`src/rtl/modaddsub_pkg.sv`:
```
// Shared types and constants for the limb-serial modular add/subtract sequencer.
package modaddsub_pkg;

  localparam int unsigned LIMB_W        = 64;
  localparam int unsigned NLIMB_DEFAULT = 4;

  typedef enum logic [1:0] {
    IDLE = 2'd0,
    P1   = 2'd1,
    P2   = 2'd2,
    DONE = 2'd3
  } state_t;

  localparam logic OP_ADD = 1'b0;
  localparam logic OP_SUB = 1'b1;

  // NIST P-256 field prime
  localparam logic [255:0] P256 =
    256'hffffffff_00000001_00000000_00000000_00000000_ffffffff_ffffffff_ffffffff;

  // Limb index width; a single limb still gets a 1-bit index
  function automatic int unsigned idx_w(input int unsigned n);
    return (n > 1) ? $clog2(n) : 1;
  endfunction

endpackage

```
`src/rtl/addsub_limb_alu.sv`:
```
// Combinational limb ALU: one adder and one subtractor, selected per pass.
module addsub_limb_alu
  import modaddsub_pkg::*;
(
  input  logic [LIMB_W-1:0] x,
  input  logic [LIMB_W-1:0] y,
  input  logic              cin,
  input  logic              sub,
  output logic [LIMB_W-1:0] z,
  output logic              cout
);

  logic [LIMB_W-1:0] sum;
  logic [LIMB_W-1:0] diff;
  logic              add_c;
  logic              sub_b;

  simple_adder u_add (
    .x    (x),
    .y    (y),
    .cin  (cin),
    .sum  (sum),
    .cout (add_c)
  );

  simple_subtractor u_sub (
    .x    (x),
    .y    (y),
    .bin  (cin),
    .diff (diff),
    .bout (sub_b)
  );

  assign z    = sub ? diff  : sum;
  assign cout = sub ? sub_b : add_c;

endmodule

```
`src/rtl/simple_adder.sv`:
```
// 64-bit adder with carry in/out.
module simple_adder
  import modaddsub_pkg::*;
(
  input  logic [LIMB_W-1:0] x,
  input  logic [LIMB_W-1:0] y,
  input  logic              cin,
  output logic [LIMB_W-1:0] sum,
  output logic              cout
);

  assign {cout, sum} = (LIMB_W+1)'(x) + (LIMB_W+1)'(y) + (LIMB_W+1)'(cin);

endmodule

```
`src/rtl/simple_subtractor.sv`:
```
// 64-bit subtractor with borrow in/out.
module simple_subtractor
  import modaddsub_pkg::*;
(
  input  logic [LIMB_W-1:0] x,
  input  logic [LIMB_W-1:0] y,
  input  logic              bin,
  output logic [LIMB_W-1:0] diff,
  output logic              bout
);

  // Bit LIMB_W of the widened difference is set exactly when x < y + bin
  assign {bout, diff} = (LIMB_W+1)'(x) - (LIMB_W+1)'(y) - (LIMB_W+1)'(bin);

endmodule

```
`src/rtl/modaddsub_seq.sv`:
```
// Limb-serial modular add/subtract sequencer: raw pass (P1) then correction
// pass (P2) through one shared limb ALU; fixed, data-independent latency.
// Optional macro MODADDSUB_ABORT_EN adds an abort input for P1/P2.
module modaddsub_seq
  import modaddsub_pkg::*;
#(
  parameter int unsigned NLIMB = NLIMB_DEFAULT
) (
  input  logic                    clk,
  input  logic                    rst_n,
  input  logic                    start,
  input  logic                    op,
  input  logic [LIMB_W*NLIMB-1:0] a,
  input  logic [LIMB_W*NLIMB-1:0] b,
  input  logic [LIMB_W*NLIMB-1:0] p,
`ifdef MODADDSUB_ABORT_EN
  input  logic                    abort,
`endif
  output logic                    ready,
  output logic                    busy,
  output logic                    done,
  output logic [LIMB_W*NLIMB-1:0] result
);

  localparam int unsigned FW = LIMB_W * NLIMB;
  localparam int unsigned IW = idx_w(NLIMB);
  localparam logic [IW-1:0] IDX_LAST = IW'(NLIMB - 1);

  state_t          state;
  logic [IW-1:0]   idx;
  logic            carry;
  logic            c1;
  logic            c2;
  logic            fin;
  logic            op_r;
  logic [FW-1:0]   a_r;
  logic [FW-1:0]   b_r;
  logic [FW-1:0]   p_r;
  logic [FW-1:0]   s_r;
  logic [FW-1:0]   t_r;

  logic [LIMB_W-1:0] alu_x;
  logic [LIMB_W-1:0] alu_y;
  logic              alu_sub;
  logic [LIMB_W-1:0] alu_z;
  logic              alu_cout;
  logic [FW-1:0]     t_full_c;
  logic              sel_t_c;
  logic              kill_c;

  // Abort request, only meaningful while a pass is running
`ifdef MODADDSUB_ABORT_EN
  assign kill_c = abort;
`else
  assign kill_c = 1'b0;
`endif

  // Operand routing: P1 combines a/b with op, P2 applies p with the opposite op
  always_comb begin
    alu_x   = s_r[idx*LIMB_W +: LIMB_W];
    alu_y   = p_r[idx*LIMB_W +: LIMB_W];
    alu_sub = ~op_r;
    if (state == P1) begin
      alu_x   = a_r[idx*LIMB_W +: LIMB_W];
      alu_y   = b_r[idx*LIMB_W +: LIMB_W];
      alu_sub = op_r;
    end
  end

  addsub_limb_alu u_alu (
    .x    (alu_x),
    .y    (alu_y),
    .cin  (carry),
    .sub  (alu_sub),
    .z    (alu_z),
    .cout (alu_cout)
  );

  // Correction value including the limb being produced this cycle, and the
  // final pick between raw and corrected (alu_cout is c2 on the last P2 limb)
  always_comb begin
    t_full_c                          = t_r;
    t_full_c[idx*LIMB_W +: LIMB_W]    = alu_z;
    sel_t_c = (op_r == OP_ADD) ? (c1 | ~alu_cout) : c1;
  end

  // Sequencer state, datapath registers and registered handshake outputs
  always_ff @(posedge clk or negedge rst_n) begin
    if (!rst_n) begin
      state  <= IDLE;
      idx    <= '0;
      carry  <= 1'b0;
      c1     <= 1'b0;
      c2     <= 1'b0;
      fin    <= 1'b0;
      op_r   <= OP_ADD;
      a_r    <= '0;
      b_r    <= '0;
      p_r    <= '0;
      s_r    <= '0;
      t_r    <= '0;
      ready  <= 1'b1;
      busy   <= 1'b0;
      done   <= 1'b0;
      result <= '0;
    end else begin
      done <= 1'b0;
      case (state)
        IDLE: begin
          if (start) begin
            a_r   <= a;
            b_r   <= b;
            p_r   <= p;
            op_r  <= op;
            idx   <= '0;
            carry <= 1'b0;
            ready <= 1'b0;
            busy  <= 1'b1;
            state <= P1;
          end
        end
        P1: begin
          if (kill_c) begin
            idx   <= '0;
            carry <= 1'b0;
            ready <= 1'b1;
            busy  <= 1'b0;
            state <= IDLE;
          end else begin
            s_r[idx*LIMB_W +: LIMB_W] <= alu_z;
            if (idx == IDX_LAST) begin
              c1    <= alu_cout;
              carry <= 1'b0;
              idx   <= '0;
              state <= P2;
            end else begin
              carry <= alu_cout;
              idx   <= idx + IW'(1);
            end
          end
        end
        P2: begin
          if (kill_c) begin
            idx   <= '0;
            carry <= 1'b0;
            ready <= 1'b1;
            busy  <= 1'b0;
            state <= IDLE;
          end else begin
            t_r[idx*LIMB_W +: LIMB_W] <= alu_z;
            if (idx == IDX_LAST) begin
              c2     <= alu_cout;
              carry  <= 1'b0;
              idx    <= '0;
              result <= sel_t_c ? t_full_c : s_r;
              busy   <= 1'b0;
              fin    <= 1'b0;
              state  <= DONE;
            end else begin
              carry <= alu_cout;
              idx   <= idx + IW'(1);
            end
          end
        end
        DONE: begin
          // Result settles on entry; the done pulse follows one cycle later
          if (!fin) begin
            fin  <= 1'b1;
            done <= 1'b1;
          end else begin
            fin   <= 1'b0;
            ready <= 1'b1;
            state <= IDLE;
          end
        end
        default: begin
          ready <= 1'b1;
          busy  <= 1'b0;
          state <= IDLE;
        end
      endcase
    end
  end

endmodule

```
`config.mk`:
```
export PLATFORM = sky130hd
export DESIGN_NAME = modaddsub_seq
export DESIGN_NICKNAME = d
export VERILOG_FILES = /design/src/rtl/modaddsub_pkg.sv /design/src/rtl/addsub_limb_alu.sv /design/src/rtl/simple_adder.sv /design/src/rtl/simple_subtractor.sv /design/src/rtl/modaddsub_seq.sv
export SDC_FILE = /design/constraint.sdc
export NUM_CORES = 2
export LEC_CHECK = 0
export ABC_CLOCK_PERIOD_IN_PS = 7400
export CAP_MARGIN = 20
export CORE_AREA = 2 2 519 521
export DETAILED_ROUTE_END_ITERATION = 8
export DIE_AREA = 0 0 521 523
export MAX_ROUTING_LAYER = met4
export SYNTH_ARGS = -nofsm -noshare
export SYNTH_HDL_FRONTEND = slang
export SYNTH_SLANG_ARGS = --single-unit
```
`constraint.sdc`:
```
create_clock -name clk -period 7.4 [get_ports clk]
set_input_delay 1.85 -clock clk [delete_from_list [all_inputs] [get_ports clk]]
set_output_delay 1.85 -clock clk [all_outputs]
set_load 0.01 [all_outputs]
```
# [Word-level counts from Yosys, hierarchy flattened]
# Index checks and enable logic that the tools add are counted.
[op_classes] addsub=6 eq_ne=8 shift=6 mux=28 bitwise_logic=4 n_reduce_logical=13
[ops] operator="indexed part select 256 x 9 -> 64 bit" count=4
[ops] operator="bitwise mux 256 bit" count=2
[ops] operator="two-way mux 256 bit" count=1
[ops] operator="variable shift 64 x 34 -> 256 bit, first input constant" count=1
[ops] operator="indexed part select 64 x 34 -> 256 bit" count=1
[ops] operator="two-way mux 64 bit" count=3
[ops] operator="adder 64 x 64 -> 65 bit" count=1
[ops] operator="adder 65 x 1 -> 65 bit" count=1
[ops] operator="subtractor 64 x 64 -> 65 bit" count=1
[ops] operator="subtractor 65 x 1 -> 65 bit" count=1
[ops] operator="negation 8 -> 34 bit" count=1
[ops] operator="two-way mux 2 bit" count=6
[ops] operator="two-way mux 1 bit" count=10
[ops] operator="AND reduction 2 bit" count=5
[ops] operator="one-hot mux 1 bit (2 select lines)" count=4
[ops] operator="one-hot mux 2 bit (4 select lines)" count=1
[ops] operator="equality test 2 bit, second input constant" count=3
[ops] operator="!= test 2 bit, second input constant" count=3
[ops] operator="AND reduction 3 bit" count=2
[ops] operator="nonzero test 2 bit" count=3
[ops] operator="one-hot mux 2 bit (2 select lines)" count=1
[ops] operator="AND reduction 4 bit" count=1
[ops] operator="NOT 1 bit" count=3
[ops] operator="adder 2 x 1 -> 2 bit, second input constant" count=1
[ops] operator="5 further kinds" count=5
[word_totals] regBits=1547 inputBits=772

# [Logic depth before layout (Yosys ltp)]
[logic_depth] depth_word=9 depth_mapped=28 ltp_nobuf=20

# [By module]
# From an unflattened synthesis, not the netlist that was laid out.
[hier_totals] cells_unflattened=7151 area_unflattened_um2=80930.1
[modules_own_cells] mod="modaddsub_seq" instances=1 cells_each=5698 area_per_inst_um2=70770.4 seq_area_each_um2=38713.4
[modules_own_cells] mod="simple_subtractor" instances=1 cells_each=814 area_per_inst_um2=5342.6 seq_area_each_um2=0.0
[modules_own_cells] mod="simple_adder" instances=1 cells_each=567 area_per_inst_um2=3824.9 seq_area_each_um2=0.0
[modules_own_cells] mod="addsub_limb_alu" instances=1 cells_each=72 area_per_inst_um2=992.2 seq_area_each_um2=0.0

# [Worst setup path before layout]
# Ideal clock, no wire load.
[synth_timing] path_type="reg2reg" startpoint="reg state[1]" endpoint="reg result[159]" setup_time_ns=0.137 t_arrival_ns=6.083 path_slack_ns=1.181 path_stages_with_launch=26 n_path_buf=7 period_less_slack_ns=6.219 cell_sequence="dfrtp_1 inv_1 ha_1 buf_2 clkbuf_1 clkbuf_1 buf_1 mux4_2 nand2_1 nand2_1 ha_1 ha_1 clkbuf_1 a21o_1 a21o_1 a21oi_1 o21ai_0 a211oi_1 a31oi_2 mux2i_1 or4b_1 buf_6 buf_2 or3_1 o21ai_0 a21oi_1"
[synth_between] elab_chain_cells=9 word_cells_on_any_way=18 cone_classes="add/sub (4); eq/ne (2); shift (1); mux (8); bitwise (2); reduce/logical (1)"
[synth_rtl] item="start: declaration" line="modaddsub_seq.sv:29" rtl="state_t state;"
[synth_rtl] item="start signal: assignment" line="modaddsub_seq.sv:90" rtl="state <= IDLE;"
[synth_rtl] item="start signal: assignment" line="modaddsub_seq.sv:119" rtl="state <= P1;"
[synth_rtl] item="start signal: assignment" line="modaddsub_seq.sv:128" rtl="state <= IDLE;"
[synth_rtl] item="branches (longest 9 deep; another with adder 64 x 64 -> 65 bit)"
[synth_rtl] item="end signal: assignment" line="modaddsub_seq.sv:155" rtl="result <= sel_t_c ? t_full_c : s_r;"
[synth_rtl] item="end: declaration" line="modaddsub_seq.sv:22" rtl="output logic [LIMB_W*NLIMB-1:0] result"
# Parallel ways; which one is timed is not known.
# A chain may end at the register's enable or synchronous reset.

# [Worst setup path after layout]
[layout_timing] startpoint="reg state[1]" endpoint="reg t_r[127]"
[layout_between] elab_chain_cells=7 word_cells_on_any_way=12 cone_classes="add/sub (4); eq/ne (2); shift (1); mux (5)"
[layout_rtl] item="equality test 2 x 1 -> 1 bit" line="modaddsub_seq.sv:63" rtl="if (state == P1) begin"
[layout_rtl] item="two-way mux 64 bit" line="modaddsub_seq.sv:63"
[layout_rtl] item="adder 64 x 64 -> 65 bit / subtractor 64 x 64 -> 65 bit (equally long branches)" line="simple_adder.sv:12, simple_subtractor.sv:13"
[layout_rtl] item="adder 65 x 1 -> 65 bit / subtractor 65 x 1 -> 65 bit (equally long branches)" line="simple_adder.sv:12, simple_subtractor.sv:13"
[layout_rtl] item="two-way mux 64 bit" line="addsub_limb_alu.sv:34" rtl="assign z = sub ? diff : sum;"
[layout_rtl] item="indexed part select 64 x 34 -> 256 bit" line="modaddsub_seq.sv:150" rtl="t_r[idx*LIMB_W +: LIMB_W] <= alu_z;"
[layout_rtl] item="bitwise mux 256 bit" line="modaddsub_seq.sv:150"
[layout_rtl] item="end signal: indexed assignment" line="modaddsub_seq.sv:150"
[layout_rtl] item="end: declaration" line="modaddsub_seq.sv:40" rtl="logic [FW-1:0] t_r;"
# Several ways; a longest one is shown, not always the timed one.

==> impl_metrics.tcl <==
set metrics [dict create \
    status "finished clean" \
    drive_gt1_share_pct 18.8 \
    nets 9430 \
    fin_skew_ns 0.104 \
    clk_latency_ns 0.90 \
    ios 1031 \
    crit_top_cell "nand2_1" \
    period_share_pct 93.4 \
    crit_required_ns 8.08 \
    antenna_found_initial 80 \
    cts_tree "built" \
    yosys_warnings 0 \
    critical_path_class "register to register" \
    synth_nets 8567 \
    io_buffers 1030 \
    numPlacedInstances 11800 \
    post_cts_buffers 0 \
    ant_nets 0 \
    cts_hold_buf 0 \
    relSlewSlack_pct 27.5 \
    firstDrtPassIters 6 \
    rsz0062_at_grt "false" \
    setup_tns_ns 0 \
    cp_slowest_stage_delay_ns 0.85 \
    hp-class "register to register" \
    fmax_mhz 145 \
    synth_ff_type "dfrtp_1" \
    cp.arrival_ns 7.60 \
    syn_inst 7593 \
    instances_no_fill 12200 \
    hold_viol 0 \
    numClockSinks 1547 \
    core_area_mm2 0.267 \
    startpoint_type "register" \
    finalCriticalPeriod_ns 6.91 \
    grt_pass1_vias 65500 \
    min_delay_path_depth 2 \
    synth_edf_count 0 \
    cts_htree_levels 4 \
    tightest_slew_ns 1.08 \
    worstPathCellList "inv_1, ha_4, buf_12, buf_12, mux4_2, nand2_1, nand2_1, ha_1, ha_1, a21oi_1, o21ai_0, nand2_1, o211ai_1, a2111oi_2, o31ai_1, a311oi_1, o211ai_1, xor2_1, mux2i_1, buf_4, o21ai_0" \
    placementRows 190 \
    post-dp-hpwl_mm 274 \
    totalWireLength_mm 360 \
    grt_max_degree 175 \
    clockBufferDepth 3 \
    timing.critical_path.buf_inv 4 \
    initial_core_util_pct 29.9 \
    ys_ff_latch 1547 \
    grt_overflow 0 \
    crit_family "compound AO/OA/AOI/OAI gates" \
    cts_buffers 176 \
    vias_per_cell 5.45 \
    root_buffer "clkbuf_16" \
    synth.yosys.seq_area_share_pct 48.5 \
    path_depth 21 \
    drc 0 \
    wl_per_cell_um 29.5 \
    max_cap_viol_count 0 \
    die-area_mm2 0.272 \
    finalMaxSlewViolations 0 \
    vias 66600 \
    holdWs_ns 0.475 \
    syn-cell-area_mm2 0.0799 \
    slowest_stage "a2111oi_2" \
    avgSynthCellArea_um2 10.5 \
    die_x_um 521 \
    cp-end-kind "register" \
    cts.repair.resized 0 \
    ys_types 94 \
    grt_pass1_wl_mm 504 \
    r2r_cells 21 \
    setup_violations 0 \
    die_h_um 523 \
    grtUsageTotal_pct 26.5 \
    utilization_pct 37.9 \
    syn2layout_area_growth_pct 26.8 \
    drtIter0Drc 7251 \
    place_congestion 0.967 \
    path_max_fanout 48 \
    path_clk_slew_ns 0.06 \
    synthArstFlopShare_pct 100 \
]
-- layout by cell type (no fill, tap or decap), drive strengths merged, types with 17 or more instances in the layout --
cell type         n
mux2            774
a21o             88
nor2b            92
xor2             48
bufinv           17
and3             38
clkbuf          259
o21a             25
a22oi            18
and2             21
a2bb2oi          19
nand2          1300
xnor2            56
nor3             62
o21bai           32
o22ai            39
inv             203
clkinv           38
mux4            254
nand2b           21
mux2i            42
o31ai            76
o211ai           40
a31oi           110
or3              57
a21oi           463
clkdlybuf4s50  1029
a211oi           56
dfrtp          1546
a311oi           21
a22o             41
ha              198
o221ai           17
o21ai           601
buf             214
nand3           142
diode            61
nand4            44
nor2            362
-- worst reg2reg max path: stages, from the launching register on --
cell and delay, ns:
dfrtp_1 0.43, inv_1 0.19, ha_4 0.41, buf_12 0.38
buf_12 0.28, mux4_2 0.32, nand2_1 0.10, nand2_1 0.27
ha_1 0.49, ha_1 0.36, a21oi_1 0.19, o21ai_0 0.23
nand2_1 0.13, o211ai_1 0.30, a2111oi_2 0.85, o31ai_1 0.33
a311oi_1 0.51, o211ai_1 0.19, xor2_1 0.17, mux2i_1 0.27
buf_4 0.26, o21ai_0 0.11
-- through the flow --
step           cell area (um2)  worst slack (ns)
2_1_floorplan            79900              1.18
3_3_place_gp             94700             0.573
3_5_place_dp             94700             0.500
4_1_cts                 101000             0.511
5_1_grt                 101000             0.283
6_report                101000             0.487
-- cell families after synthesis --
family | Yosys count | share of synthesized area, %
AOI/OAI and AO/OA | 1747 | 13.4
xor gates and xnor gates | 104 | 1.14
adders and majority gates | 202 | 3.20
buffers and inverters | 753 | 3.65
DFF | 1547 | 48.5
muxes | 1070 | 18.6
and+or+nand+nor | 2170 | 11.6
-- layout make-up --
class	count	area (um2)
antenna	61	153
multi-input combinational	5293	38500
timing repair buffer	1243	12400
clock buffer	259	5230
sequential	1547	38700
fill	26000	166000
inverter	195	737
tap	3552	4440
clock inverter	64	1080
-- registers in the layout (all words and copies together) (netlist names), 2 cells and up --
name / cells
a_r: 256
state: 2
result: 256
p_r: 256
t_r: 256
s_r: 256
b_r: 256
idx: 2
-- layer usage --
| layer | wire length, um | GRT usage (%) | part of all wire [%] |
|---|---|---|---|
| met3 | 31900 | 6.51 | 8.9 |
| met4 | 16700 | 10.6 | 4.6 |
| met2 | 161000 | 39.5 | 45 |
| met1 | 151000 | 34.5 | 42 |
| met5 | 0 | - | 0 |
-- synth_stat cells, drive strengths merged (56+ instances only) --
master	number	area [um2]
a211oi	56	435
a21o	88	661
a21oi	463	2340
a31oi	110	709
buf	116	519
clkbuf	442	1660
dfrtp	1546	38700
ha	198	2480
inv	194	728
mux2	774	8720
mux4	254	5720
nand2	1300	4880
nand3	142	711
nor2	362	1360
nor2b	92	576
nor3	62	310
o21ai	601	3020
o31ai	76	584
or3	57	357
xnor2	56	490
-- path summary, 6_finish.rpt --
kind	endpoint	start	slack [ns]
min	t_r[169]	t_r[169]	0.47
min reg2reg	t_r[169]	t_r[169]	0.47
max in group asynchronous	a_r[136]	rst_n	4.51
min in group asynchronous	b_r[162]	rst_n	0.85
max reg2reg	t_r[127]	state[1]	0.49
max	t_r[127]	state[1]	0.49
Power is not shown: default switching activity piles up to over one toggle a cycle in this logic, so the estimate is an artifact.
